--- config.mk ---
export PLATFORM = sky130hd
export DESIGN_NAME = crc_req_arbiter_flat
export DESIGN_NICKNAME = d
export VERILOG_FILES = /design/src/rtl/crc_req_arbiter_if.sv /design/src/rtl/crc_req_arbiter.sv /design/src/flat_wrapper.sv
export SDC_FILE = /design/constraint.sdc
export NUM_CORES = 1
export LEC_CHECK = 0
export BUFFER_PORTS_ARGS = -buffer_cell sky130_fd_sc_hd__buf_2
export CAP_MARGIN = 15
export CELL_PAD_IN_SITES_DETAIL_PLACEMENT = 0
export CELL_PAD_IN_SITES_GLOBAL_PLACEMENT = 1
export CORE_MARGIN = 5
export CORE_UTILIZATION = 32
export DETAILED_ROUTE_END_ITERATION = 12
export GPL_TIMING_DRIVEN = 0
export PLACE_DENSITY = 0.93
export SLEW_MARGIN = 0
export SYNTH_ARGS = -nofsm -noshare
export SYNTH_HDL_FRONTEND = slang
export SYNTH_SLANG_ARGS = --single-unit
--- constraint.sdc ---
create_clock -name clk -period 2.33 [get_ports clk]
set_clock_uncertainty 0.05 [all_clocks]
set_input_delay 0.1165 -clock clk [delete_from_list [all_inputs] [get_ports clk]]
set_output_delay 0.1165 -clock clk [all_outputs]
set_load 0.02 [all_outputs]
--- src/rtl/crc_req_arbiter_if.sv ---
// Request/response bundle between client blocks and crc_req_arbiter.
// The master modport is the client side and the slave modport is the arbiter side.
interface crc_req_arbiter_if #(
    parameter int NREQ        = 4,
    parameter int DWIDTH      = 16,
    parameter int CRC_GPW_MAX = 8,
    parameter int IDW         = 2
);
    logic [NREQ-1:0]             reqValid;
    logic [NREQ*DWIDTH-1:0]      reqData;
    logic [NREQ*CRC_GPW_MAX-1:0] reqPoly;
    logic [NREQ-1:0]             reqReady;
    logic                        rspValid;
    logic                        rspReady;
    logic [IDW-1:0]              rspId;
    logic [CRC_GPW_MAX-1:0]      rspCrc;
    logic                        rspErr;

    modport master (
        output reqValid, reqData, reqPoly, rspReady,
        input  reqReady, rspValid, rspId, rspCrc, rspErr
    );

    modport slave (
        input  reqValid, reqData, reqPoly, rspReady,
        output reqReady, rspValid, rspId, rspCrc, rspErr
    );
endinterface

--- src/rtl/crc_req_arbiter.sv ---
// Round-robin front end sharing one crcParallel engine among NREQ clients.
// Optional engine watchdog is enabled by defining CRC_REQ_ARB_TIMEOUT_EN.
module crc_req_arbiter #(
    parameter int NREQ        = 4,
    parameter int DWIDTH      = 16,
    parameter int CRC_GPW_MAX = 8,
    parameter int IDW         = 2,
    parameter int TIMEOUT_CYC = 64
) (
    input  logic                   clk,
    input  logic                   rstN,
    crc_req_arbiter_if.slave       rq,
    output logic                   ctrlEn,
    output logic [DWIDTH-1:0]      dataIn,
    output logic [CRC_GPW_MAX-1:0] GenPoly,
    input  logic [CRC_GPW_MAX-1:0] crcSeq,
    input  logic                   crcReady,
    output logic                   busy
);

    if (NREQ < 2 || NREQ > 8 || (1 << IDW) < NREQ || TIMEOUT_CYC < 2) begin : gBadCfg
        $error("crc_req_arbiter: illegal parameter set");
    end

    typedef enum logic [2:0] {
        IDLE      = 3'd0,
        ISSUE     = 3'd1,
        WAIT_BUSY = 3'd2,
        WAIT_DONE = 3'd3,
        RESP      = 3'd4
    } state_t;

    state_t                 state;
    state_t                 stateNxt;
    logic [IDW-1:0]         rrPtr;
    logic [IDW-1:0]         idReg;
    logic [IDW-1:0]         winIdx;
    logic [IDW-1:0]         candIdx;
    logic                   winAny;
    logic                   grant;
    logic                   toHit;
    int                     cand;
    logic [CRC_GPW_MAX-1:0] crcReg;

    logic [DWIDTH-1:0]      reqDataArr [NREQ];
    logic [CRC_GPW_MAX-1:0] reqPolyArr [NREQ];

    for (genvar i = 0; i < NREQ; i++) begin : gUnpack
        assign reqDataArr[i] = rq.reqData[i*DWIDTH +: DWIDTH];
        assign reqPolyArr[i] = rq.reqPoly[i*CRC_GPW_MAX +: CRC_GPW_MAX];
    end

    // Search starts just after the last winner and wraps, so every requester is reached within NREQ rounds.
    always_comb begin
        winAny  = 1'b0;
        winIdx  = '0;
        cand    = 0;
        candIdx = '0;
        for (int k = 1; k <= NREQ; k++) begin
            cand    = (int'(rrPtr) + k) % NREQ;
            candIdx = IDW'(cand);
            if (!winAny && rq.reqValid[candIdx]) begin
                winAny = 1'b1;
                winIdx = candIdx;
            end
        end
    end

    // rstN gates the accept so no client sees a transfer while the block is held in reset.
    assign grant = (state == IDLE) && winAny && rstN;

    always_comb begin
        rq.reqReady = '0;
        if (grant) begin
            rq.reqReady[winIdx] = 1'b1;
        end
    end

`ifdef CRC_REQ_ARB_TIMEOUT_EN
    localparam int TW = $clog2(TIMEOUT_CYC);

    logic [TW-1:0] toCnt;
    logic          errReg;
    logic          waiting;

    assign waiting = (state == WAIT_BUSY) || (state == WAIT_DONE);
    assign toHit   = waiting && (toCnt == TW'(TIMEOUT_CYC - 1));

    always_ff @(posedge clk or negedge rstN) begin
        if (!rstN) begin
            toCnt <= '0;
        end else if (state == ISSUE) begin
            toCnt <= '0;
        end else if (waiting && !toHit) begin
            toCnt <= toCnt + TW'(1);
        end
    end

    always_ff @(posedge clk or negedge rstN) begin
        if (!rstN) begin
            errReg <= 1'b0;
        end else if (state == WAIT_DONE && crcReady) begin
            errReg <= 1'b0;
        end else if (toHit) begin
            errReg <= 1'b1;
        end
    end

    assign rq.rspErr = errReg;
`else
    assign toHit     = 1'b0;
    assign rq.rspErr = 1'b0;
`endif

    always_comb begin
        stateNxt = state;
        unique case (state)
            IDLE:      if (winAny) stateNxt = ISSUE;
            ISSUE:     stateNxt = WAIT_BUSY;
            WAIT_BUSY: begin
                if (!crcReady) begin
                    stateNxt = WAIT_DONE;
                end else if (toHit) begin
                    stateNxt = RESP;
                end
            end
            WAIT_DONE: if (crcReady || toHit) stateNxt = RESP;
            RESP:      if (rq.rspReady) stateNxt = IDLE;
            default:   stateNxt = IDLE;
        endcase
    end

    // Engine operands only move on a grant, so they are frozen for the whole engine run.
    always_ff @(posedge clk or negedge rstN) begin
        if (!rstN) begin
            state   <= IDLE;
            rrPtr   <= IDW'(NREQ - 1);
            idReg   <= '0;
            dataIn  <= '0;
            GenPoly <= '0;
            crcReg  <= '0;
        end else begin
            state <= stateNxt;
            if (grant) begin
                rrPtr   <= winIdx;
                idReg   <= winIdx;
                dataIn  <= reqDataArr[winIdx];
                GenPoly <= reqPolyArr[winIdx];
            end
            if (state == WAIT_DONE && crcReady) begin
                crcReg <= crcSeq;
            end else if (toHit) begin
                crcReg <= '0;
            end
        end
    end

    assign ctrlEn      = (state == ISSUE);
    assign busy        = (state != IDLE);
    assign rq.rspValid = (state == RESP);
    assign rq.rspId    = idReg;
    assign rq.rspCrc   = crcReg;

endmodule

--- src/flat_wrapper.sv ---
// flat-port wrapper written by rule: the top's interface ports become plain ports
module crc_req_arbiter_flat 
#(
    parameter int NREQ        = 4,
    parameter int DWIDTH      = 16,
    parameter int CRC_GPW_MAX = 8,
    parameter int IDW         = 2,
    parameter int TIMEOUT_CYC = 64
)
  (clk, rstN, ctrlEn, dataIn, GenPoly, crcSeq, crcReady, busy, rq_reqValid, rq_reqData, rq_reqPoly, rq_rspReady, rq_reqReady, rq_rspValid, rq_rspId, rq_rspCrc, rq_rspErr);
  crc_req_arbiter_if #(.NREQ(NREQ), .DWIDTH(DWIDTH), .CRC_GPW_MAX(CRC_GPW_MAX), .IDW(IDW)) rq_i ();
  input  logic clk;
  input  logic rstN;
  output logic ctrlEn;
  output logic [DWIDTH-1:0] dataIn;
  output logic [CRC_GPW_MAX-1:0] GenPoly;
  input  logic [CRC_GPW_MAX-1:0] crcSeq;
  input  logic crcReady;
  output logic busy;
  input wire logic [$bits(rq_i.reqValid)-1:0] rq_reqValid;
  input wire logic [$bits(rq_i.reqData)-1:0] rq_reqData;
  input wire logic [$bits(rq_i.reqPoly)-1:0] rq_reqPoly;
  input wire logic [$bits(rq_i.rspReady)-1:0] rq_rspReady;
  output wire logic [$bits(rq_i.reqReady)-1:0] rq_reqReady;
  output wire logic [$bits(rq_i.rspValid)-1:0] rq_rspValid;
  output wire logic [$bits(rq_i.rspId)-1:0] rq_rspId;
  output wire logic [$bits(rq_i.rspCrc)-1:0] rq_rspCrc;
  output wire logic [$bits(rq_i.rspErr)-1:0] rq_rspErr;
  assign rq_i.reqValid = rq_reqValid;
  assign rq_i.reqData = rq_reqData;
  assign rq_i.reqPoly = rq_reqPoly;
  assign rq_i.rspReady = rq_rspReady;
  assign rq_reqReady = rq_i.reqReady;
  assign rq_rspValid = rq_i.rspValid;
  assign rq_rspId = rq_i.rspId;
  assign rq_rspCrc = rq_i.rspCrc;
  assign rq_rspErr = rq_i.rspErr;
  crc_req_arbiter #(.NREQ(NREQ), .DWIDTH(DWIDTH), .CRC_GPW_MAX(CRC_GPW_MAX), .IDW(IDW), .TIMEOUT_CYC(TIMEOUT_CYC)) u_core (.clk(clk), .rstN(rstN), .rq(rq_i), .ctrlEn(ctrlEn), .dataIn(dataIn), .GenPoly(GenPoly), .crcSeq(crcSeq), .crcReady(crcReady), .busy(busy));
endmodule
==> metrics.yaml, run 1 <==
status: "complete, no violations"
rows: 33
hold_violations: 0
drt_iter0_drc: 66
areaGrowthSynthToFinish_pct: 44.2
grt_pass1_wl_um: 14100
firstDrtPassIters: 5
synthArstFlopShare_pct: 100
initial_core_util_pct: 32.6
fin_crit_sh_pct: 94.9
synth.cell_area_mm2: 0.00266
io_pins: 154
worstSkewPairLatency_ns: 0.30
slowest_delay_ns: 0.52
relSlewSlack_pct: 61.2
yosys_warnings: 0
p_leak_nw: 1.95
wl_um: 9160
place_inst: 520
first_global_vias: 2945
hp-class: "primary input to register"
place.gp.congestion: 0.792
grtUsageTotal_pct: 17.3
dieHeight_um: 101
synthFlopType: "dfrtp_1"
p_per_area_mw_per_mm2: 1070
drv_slew: 0
ys_ff_latch: 39
dp_hpwl_um: 6660
worst_pin_slew_ns: 0.578
arrival_ns: 2.05
ir_drop_mv: 0.510
crit_chain: "buf_2, o21ai_0, or2_2, a21oi_4, clkbuf_4, and2_1, buf_2"
synth-edff-count: 0
cp-end-kind: "output pin"
period_needed_ns: 2.21
die-area_mm2: 0.0102
vias: 2801
core_region_area_mm2: 0.00818
place_ws_ns: -0.339
ys_types: 38
cts.reportedPaths.clkPinSlew_ns: 0.09
dieWidth_um: 101
max_cap_viol_count: 0
antenna_cells: 0
crit_type: "register to output pin"
cpMostUsedCell: "buf_2"
synth_seq_area_share_pct: 36.7
wire_per_inst_um: 16.9
holdWs_ns: 0.0633
syn_inst: 263
cp-start-kind: "register"
cts_max_path_buffers: 2
htree_levels: 2
crit_family: "buffers and inverters"
antenna_found_initial: 0
finalSetupViolCount: 0
fmax_mhz: 452
fillCellCount: 839
gr-total-overflow: 0
ant_nets: 0
worstPathRequired_ns: 2.16
cp_num_buf_inv: 3
fin_setup_tns_ns: 0
layout-drive-gt1-share_pct: 54.5
power_w: 0.00411
clkSinkCount: 39
viasPerCell: 5.17
numCtsBuffers: 5
synth_nets: 375
finalNetCount: 548
setup_slack_ns: 0.118
avgSynthCellArea_um2: 10.1
crit_path_top_delay_cell: "dfstp_2"
ff2ff_setup_slack_ns: 0.24
portBuffers: 152
instances_no_fill: 542
cts_tree: "done"
worstPathMaxFanout: 10
grt_max_degree: 38
cts_root_buf: "clkbuf_8"
drc_errors: 0
[cells in the mapped netlist (2+ instances only)]
cell	count	area share [%]
and2_1	2	0.47
o21a_1	2	0.56
o211ai_1	8	2.3
nor3_1	2	0.38
dfstp_2	2	2.0
buf_2	4	0.75
a21oi_1	3	0.56
nand2_1	29	4.1
mux2i_1	24	9.0
dfrtp_1	37	35
inv_1	2	0.28
nor2b_1	3	0.70
and3_1	2	0.47
a21oi_2	2	0.66
o21ai_0	2	0.38
nor2_1	7	0.99
clkbuf_1	14	2.0
nand2b_1	2	0.47
nand4_1	24	5.6
o31ai_1	24	6.8
o211ai_2	16	7.5
a21bo_2	24	9.0
buf_6	5	2.1
mux2_2	8	3.4
o21ai_1	2	0.38
[worst register-to-register path, delay by kind of cell, from the launching register on]
kind	cells	cell delay (ns)
flops	1	0.55
simple gates	2	0.34
buf+inv	1	0.42
compound gates	3	0.65
[worst paths after layout]
check | startpoint | to | cells after the start
setup / recovery | u_core.rrPtr[1]$_DFFE_PN1P_ | rq_reqReady[1] | 7
hold / removal | rq_reqPoly[29] | u_core.GenPoly[5]$_DFFE_PN0P_ | 3
setup reg to reg | u_core.rrPtr[0]$_DFFE_PN1P_ | u_core.dataIn[14]$_DFFE_PN0P_ | 6
hold reg to reg | u_core.rq.rspId[1]$_DFFE_PN0P_ | u_core.rq.rspId[1]$_DFFE_PN0P_ | 2
max in group asynchronous | rstN | u_core.GenPoly[0]$_DFFE_PN0P_ | 3
min in group asynchronous | rstN | u_core.rrPtr[0]$_DFFE_PN1P_ | 2
[timing repair]
item	in CTS	in global routing
setup buffers	2	2
resized for setup	4	4
setup endpoints to repair	11	14
pin swaps	1	0
hold buffers	11	0
hold endpoints to repair	46	0
[stage by stage]
step / cell area, um^2 / util [%]
after floorplan: 2660 / -
after global placement: 3560 / 43.5
after detailed placement: 3560 / 43.5
after CTS: 3820 / 46.7
after global routing: 3840 / 47.0
final: 3840 / 47.0
[power breakdown]
group / internal [W] / switching, W
Combinational: 0.000975 / 0.00136
Clock: 0.000325 / 0.000276
Sequential: 0.00100 / 0.000167
[cell usage in the layout (no fill, tap or decap), types with 5 or more instances in the layout]
cell type | netlist | layout
clkbuf_8 | 0 | 5
buf_4 | 1 | 5
o211ai_1 | 8 | 8
dlygate4sd3_1 | 0 | 10
clkbuf_1 | 14 | 11
buf_6 | 5 | 5
buf_2 | 4 | 156
nand4_1 | 24 | 24
o31ai_1 | 24 | 24
nand2_1 | 29 | 29
nor2_1 | 7 | 7
o211ai_2 | 16 | 16
a21bo_2 | 24 | 24
mux2_2 | 8 | 8
dfrtp_1 | 37 | 37
mux2i_1 | 24 | 24
[sequential cells by signal (all words and copies together), names as in the netlist]
name / count
u_core.rq.rspCrc: 8
u_core.rrPtr: 2
u_core.rq.rspId: 2
u_core.GenPoly: 8
u_core.state: 3
u_core.dataIn: 16
[final cells by class]
class	instances	area [um^2]	share of cell area [%]
clock buffers	5	68.8	1.79
clock inverters	3	47.5	1.24
multi-input cells	197	1540	40.2
inverters	2	7.51	0.195
plain buffers	24	153	3.97
well taps	105	131	3.42
flip-flops and latches	39	978	25.5
repair buffers	167	911	23.7
[layer usage]
| metal | vias up | part of all wire (%) | track usage [%] | wire length, um |
|---|---|---|---|---|
| li1 | 1338 | - | - | - |
| met1 | 1328 | 41 | 20.2 | 3720 |
| met2 | 128 | 50 | 31.9 | 4590 |
| met3 | 7 | 8.5 | 4.48 | 777 |
| met4 | 0 | 0.83 | 3.78 | 76 |
| met5 | - | 0 | 0 | 0 |
[cell families after synthesis]
family,Yosys count,share of synthesized area (%)
compound gates,85,28.7
other cells,1,0.141
buf+inv,27,5.97
simple gates,79,16.1
flops,39,36.7
mux,32,12.4
Note: power is estimated with default switching activity, not from simulation.
==> run 2, diff against run 1 <==
Settings changed: ABC_AREA set to 1, CORE_UTILIZATION 32 to 25, CTS_CLUSTER_SIZE set to 8, PLACE_DENSITY 0.93 to 0.79.
==> run 2 against run 1 <==
Non-clock buffer count grew 10; synthesized cell count rose by 48%; total power up 110%; sequential share of layout area decreased by 3.0 points; critical path type unchanged; largest cell class unchanged; largest power group unchanged; highest routed layer is now met5.
==> metrics.yaml, run 2 <==
worstPathRequired_ns: 2.16
worstPathMaxFanout: 4
synthArstFlopShare_pct: 100
r2r-start: "u_core.rrPtr[0]$_DFFE_PN1P_"
cts_tree: "done"
synthTopCellsByArea: "dfrtp_1, nand2_1, nand3_1"
arrival_ns: 2.15
htree_levels: 2
yosys_warnings: 0
drv_slew: 0
hold_violations: 0
synth.top_cells.by_count: "nand2_1, nand3_1, nand4_1"
finalSetupViolCount: 0
drc_errors: 0
synth.top_cell.area_share_pct: 31.9
crit_path_start: "u_core.rrPtr[0]$_DFFE_PN1P_"
viasPerCell: 4.83
grt_pass1_wl_um: 18200
slowest_delay_ns: 0.55
antenna_cells: 0
final_cell_mix: "buf_2, nand2_1, nand3_1"
fin_area_mm2: 0.00435
syn_inst: 389
hold_end: "u_core.rq.rspCrc[6]$_DFFE_PN0P_"
synth_nets: 501
cts_root_buf: "clkbuf_16"
synth_seq_area_share_pct: 33.7
io_pins: 154
crit_chain: "buf_4, nand2_1, nand2_2, nand2_2, nand2_4, nor2_8, nand3_4, nand3_4, or2_4, nor2_4, buf_6"
firstDrtPassIters: 4
period_needed_ns: 2.32
crit_path_top_delay_cell: "dfstp_2"
cts_max_path_buffers: 2
areaGrowthSynthToFinish_pct: 49.5
grt_max_degree: 38
status: "complete, no violations"
cp-start-kind: "register"
p_per_area_mw_per_mm2: 2010
antenna_found_initial: 2
numCtsBuffers: 5
dp_hpwl_um: 8680
worstSkewPairLatency_ns: 0.28
crit_type: "register to output pin"
ant_nets: 0
die-area_mm2: 0.0139
hp-class: "primary input to register"
portBuffers: 152
synthFlopType: "dfrtp_1"
instances_no_fill: 711
yosysMostFrequentCell: "nand2_1"
layout_commonest_cell: "buf_2"
ir_drop_mv: 0.630
ff2ff_path_depth: 15
gr-total-overflow: 0
dpl_cell_area_mm2: 0.00385
dieWidth_um: 118
wire_per_inst_um: 16.1
cts.reportedPaths.clkPinSlew_ns: 0.06
core_region_area_mm2: 0.0114
initial_core_util_pct: 25.5
place_inst: 684
ys_types: 29
wl_um: 11400
worstHoldStart: "crcSeq[6]"
place.gp.congestion: 0.810
regMostFlops: "u_core.dataIn"
max_cap_viol_count: 0
ys_ff_latch: 39
dieHeight_um: 118
fin_crit_sh_pct: 99.5
vias: 3432
timing.rr.end: "u_core.GenPoly[2]$_DFFE_PN0P_"
finalNetCount: 679
p_leak_nw: 2.30
synth-edff-count: 0
synth.cell_area_mm2: 0.00291
first_global_vias: 3541
largest_reg_flops: 16
fillCellCount: 1224
clkSinkCount: 39
cp-end-kind: "output pin"
rsz0062_at_grt: "true"
grtUsageTotal_pct: 16.0
drt_iter0_drc: 175
yosys.area.top_type: "dfrtp_1"
worstHoldPathCells: 2
ff2ff_setup_slack_ns: 0.10
avgSynthCellArea_um2: 7.47
fmax_mhz: 431
rows: 39
layout-drive-gt1-share_pct: 48.2
## run 2: how the worst max path moves through the flow
stage	to	cells after the start
floorplan	rq_reqReady[3]	14
global placement	rq_reqReady[3]	15
detailed placement	u_core.GenPoly[1]$_DFFE_PN0P_	12
CTS	rq_reqReady[1]	13
global route	rq_reqReady[1]	13
finish	rq_reqReady[1]	11
## run 2: layout make-up
| cell class | instances | area, um^2 | share of cell area, % |
|---|---|---|---|
| flip-flops and latches | 39 | 978 | 22.5 |
| multi-input cells | 304 | 1750 | 40.2 |
| repair buffers | 173 | 991 | 22.8 |
| well taps | 143 | 179 | 4.12 |
| inverters | 16 | 77.6 | 1.79 |
| clock buffers | 5 | 125 | 2.88 |
| plain buffers | 28 | 224 | 5.15 |
| clock inverters | 3 | 23.8 | 0.547 |
## run 2: power by group
| group | internal [W] | switching [W] |
|---|---|---|
| clock | 0.000400 | 0.000295 |
| combinational | 0.00270 | 0.00412 |
| sequential | 0.00103 | 0.000198 |
| total | 0.00413 | 0.00461 |
## run 2: timing repair
item / in CTS / in global routing
hold buffers: 2 / 0
gates cloned: 1 / 0
buffers inserted: 12 / 6
resized for setup: 11 / 38
hold endpoints to repair: 37 / 0
pin swaps: 3 / 17
setup endpoints to repair: 4 / 23
## run 2: cells by family after synthesis
kind of cell           Yosys count  synth area share [%]
DFF                             39                  33.7
and+or+nand+nor                286                  51.4
buffers and inverters           46                  9.90
AOI/OAI and AO/OA                9                  1.85
muxes                            8                  3.10
other                            1                 0.129
## run 2: per-stage QoR
stage          setup TNS, ns  hold WS, ns  setup slack [ns]  util, %  power (W)
2_1_floorplan              0       -0.229             0.261        -    0.00544
3_3_place_gp               0        0.263             0.122     33.7    0.00700
3_5_place_dp               0        0.276             0.112     33.7    0.00712
4_1_cts                    0      0.00831           0.00620     36.4    0.00829
5_1_grt               -0.389       0.0123           -0.0804     38.1    0.00953
6_report                   0       0.0116            0.0111     38.1    0.00874
## run 2: worst max-delay path: cells and delay by family (launching register included)
family,cells,cell delay [ns]
buffers and inverters,2,0.25
AND/OR/NAND/NOR,9,1.06
flip-flops,1,0.55
## run 2: layer usage
| metal | part of all wire [%] | global-route usage [%] | vias up |
|---|---|---|---|
| met5 | 0.18 | 0 | - |
| li1 | - | - | 1678 |
| met2 | 49 | 27.5 | 128 |
| met3 | 7.2 | 3.75 | 13 |
| met4 | 1.3 | 4.52 | 4 |
| met1 | 42 | 20.0 | 1609 |
==> run 3, diff against run 2 <==
Settings changed: CORE_UTILIZATION 25 to 31, PLACE_DENSITY 0.79 to not set, PLACE_DENSITY_LB_ADDON set to 0.25.
==> run 3 against run 2 <==
Register-to-register slack lost 0.03 ns; sequential cell count is the same; worst setup slack gained 0.0078 ns; die area shrank 18%; global-route usage grew 3.3 points; core utilization grew 9.3 points; first-iteration DRC count shrank 14%; final cell count shrank 3.1%; sequential share of layout area is essentially flat; critical endpoint is now rq_reqReady[0]; highest routed layer unchanged.
==> metrics.yaml, run 3 (synthesis results as in run 2) <==
largest_reg_flops: 16
cp_num_buf_inv: 4
p_per_area_mw_per_mm2: 1960
fin_crit_sh_pct: 99.2
wl_um: 11100
die-area_mm2: 0.0114
worstPathRequired_ns: 2.16
crit_type: "register to output pin"
numCtsBuffers: 5
power_w: 0.00852
crit_family: "simple AND/OR/NAND/NOR gates"
drv_slew: 0
antenna_found_initial: 1
clkSinkCount: 39
drt_iter0_drc: 150
antenna_cells: 0
ant_nets: 0
io_pins: 154
arrival_ns: 2.14
wire_per_inst_um: 16.2
rows: 35
worstHoldStart: "rq_rspReady"
p_leak_nw: 2.34
cpMostUsedCell: "nand2_4"
final_cell_mix: "buf_2, nand2_1, nand3_1"
hold_end: "u_core.state[2]$_DFFE_PN0P_"
place.gp.congestion: 0.888
timing.rr.end: "u_core.dataIn[7]$_DFFE_PN0P_"
worstPathMaxFanout: 9
slowest_delay_ns: 0.54
fin_util_pct: 47.3
dieHeight_um: 107
dp_hpwl_um: 8260
vias: 3400
fillCellCount: 981
worstSkewPairLatency_ns: 0.29
htree_levels: 2
regMostFlops: "u_core.dataIn"
cts.reportedPaths.clkPinSlew_ns: 0.09
instances_no_fill: 689
status: "complete, no violations"
r2r-start: "u_core.rrPtr[0]$_DFFE_PN1P_"
ff2ff_path_depth: 16
portBuffers: 152
cts_root_buf: "clkbuf_8"
areaGrowthSynthToFinish_pct: 49.8
drc_errors: 0
worstHoldPathCells: 4
ir_drop_mv: 0.693
finalSetupViolCount: 0
initial_core_util_pct: 31.6
dieWidth_um: 107
core_region_area_mm2: 0.00920
cts_tree: "done"
crit_chain: "buf_6, inv_8, nand2_2, nand2_4, nand2_4, nand2_4, nor2_8, nand3_4, nand3_4, buf_8, nand2_4, nor2_4, buf_6"
rsz0062_at_grt: "true"
ff2ff_setup_slack_ns: 0.07
finalNetCount: 689
fmax_mhz: 433
hold_violations: 0
gr-total-overflow: 0
crit_path_top_delay_cell: "dfstp_2"
grt_pass1_wl_um: 17600
hp-class: "primary input to register"
period_needed_ns: 2.31
place_inst: 652
firstDrtPassIters: 5
cp-start-kind: "register"
layout-drive-gt1-share_pct: 48.4
grtUsageTotal_pct: 19.3
first_global_vias: 3441
grt_max_degree: 38
max_cap_viol_count: 0
cts_max_path_buffers: 2
cp-end-kind: "output pin"
viasPerCell: 4.93
layout_commonest_cell: "buf_2"
## run 3: cell types whose count changed in the layout (fill, tap and decap cells not counted), moves of 2 or more
cell / previous run / this run
clkbuf_8: 0 / 5
inv_6: 3 / 0
nand2_2: 15 / 18
clkbuf_2: 0 / 2
buf_6: 9 / 11
clkinvlp_4: 2 / 0
clkbuf_16: 5 / 0
dlygate4sd3_1: 1 / 9
## run 3: worst max-delay path by stage
stage | startpoint | endpoint | slack, ns | depth (start not counted)
final | u_core.rrPtr[0]$_DFFE_PN1P_ | rq_reqReady[0] | 0.02 | 13
after global routing | u_core.rrPtr[0]$_DFFE_PN1P_ | rq_reqReady[3] | -0.1 | 14
after CTS | u_core.rrPtr[0]$_DFFE_PN1P_ | rq_reqReady[1] | 0.001 | 13
after detailed placement | u_core.rrPtr[0]$_DFFE_PN1P_ | rq_reqReady[3] | 0.12 | 15
after global placement | u_core.rrPtr[0]$_DFFE_PN1P_ | rq_reqReady[3] | 0.13 | 15
after floorplan | u_core.rrPtr[0]$_DFFE_PN1P_ | rq_reqReady[3] | 0.26 | 14
## run 3: routing by layer
metal,part of all wire (%),GRT usage [%],vias to the layer above
li1,-,-,1700
met4,0.25,3.29,2
met1,45,25.2,1579
met3,8.1,5.24,4
met2,47,32.4,115
met5,0.099,0,-
## run 3: what timing repair did
| action | in CTS | in global routing |
|---|---|---|
| endpoints found under the hold margin | 45 | 0 |
| resized for setup | 14 | 37 |
| pin swaps | 7 | 17 |
| cloned | 1 | 0 |
| hold buffers | 10 | 0 |
| endpoints found under the setup margin | 4 | 20 |
| buffers inserted | 12 | 8 |
## run 3: tightest hold or removal path: stages
cell     delay [ns]
buf_2          0.08
inv_1          0.03
nand2_1        0.09
nand2_1        0.05
## run 3: report_power, final
part           leakage [nW]  internal, W  total [W]  switching [W]
logic                  1.80      0.00272    0.00673        0.00401
registers             0.479      0.00102    0.00121       0.000187
clock network        0.0581     0.000319   0.000579       0.000260
total                  2.34      0.00406    0.00852        0.00446
## run 3: cell type report
cell class	count	area [um^2]	share of cell area (%)
Multi-Input combinational cell	304	1740	40.0
Timing Repair Buffer	183	1070	24.6
Sequential cell	39	978	22.5
Buffer	28	233	5.35
Tap cell	111	139	3.19
Inverter	16	77.6	1.78
Clock buffer	5	68.8	1.58
Clock inverter	3	43.8	1.01
## run 3: stage by stage
step	TNS (ns)	worst slack [ns]	area (um^2)	hold slack, ns
3_3_place_gp	0	0.126	3810	0.281
4_1_cts	0	0.00140	4160	0.0499
5_1_grt	-0.972	-0.0954	4350	0.0668
2_1_floorplan	0	0.261	2910	-0.229
6_report	0	0.0189	4350	0.0577
3_5_place_dp	0	0.118	3810	0.291
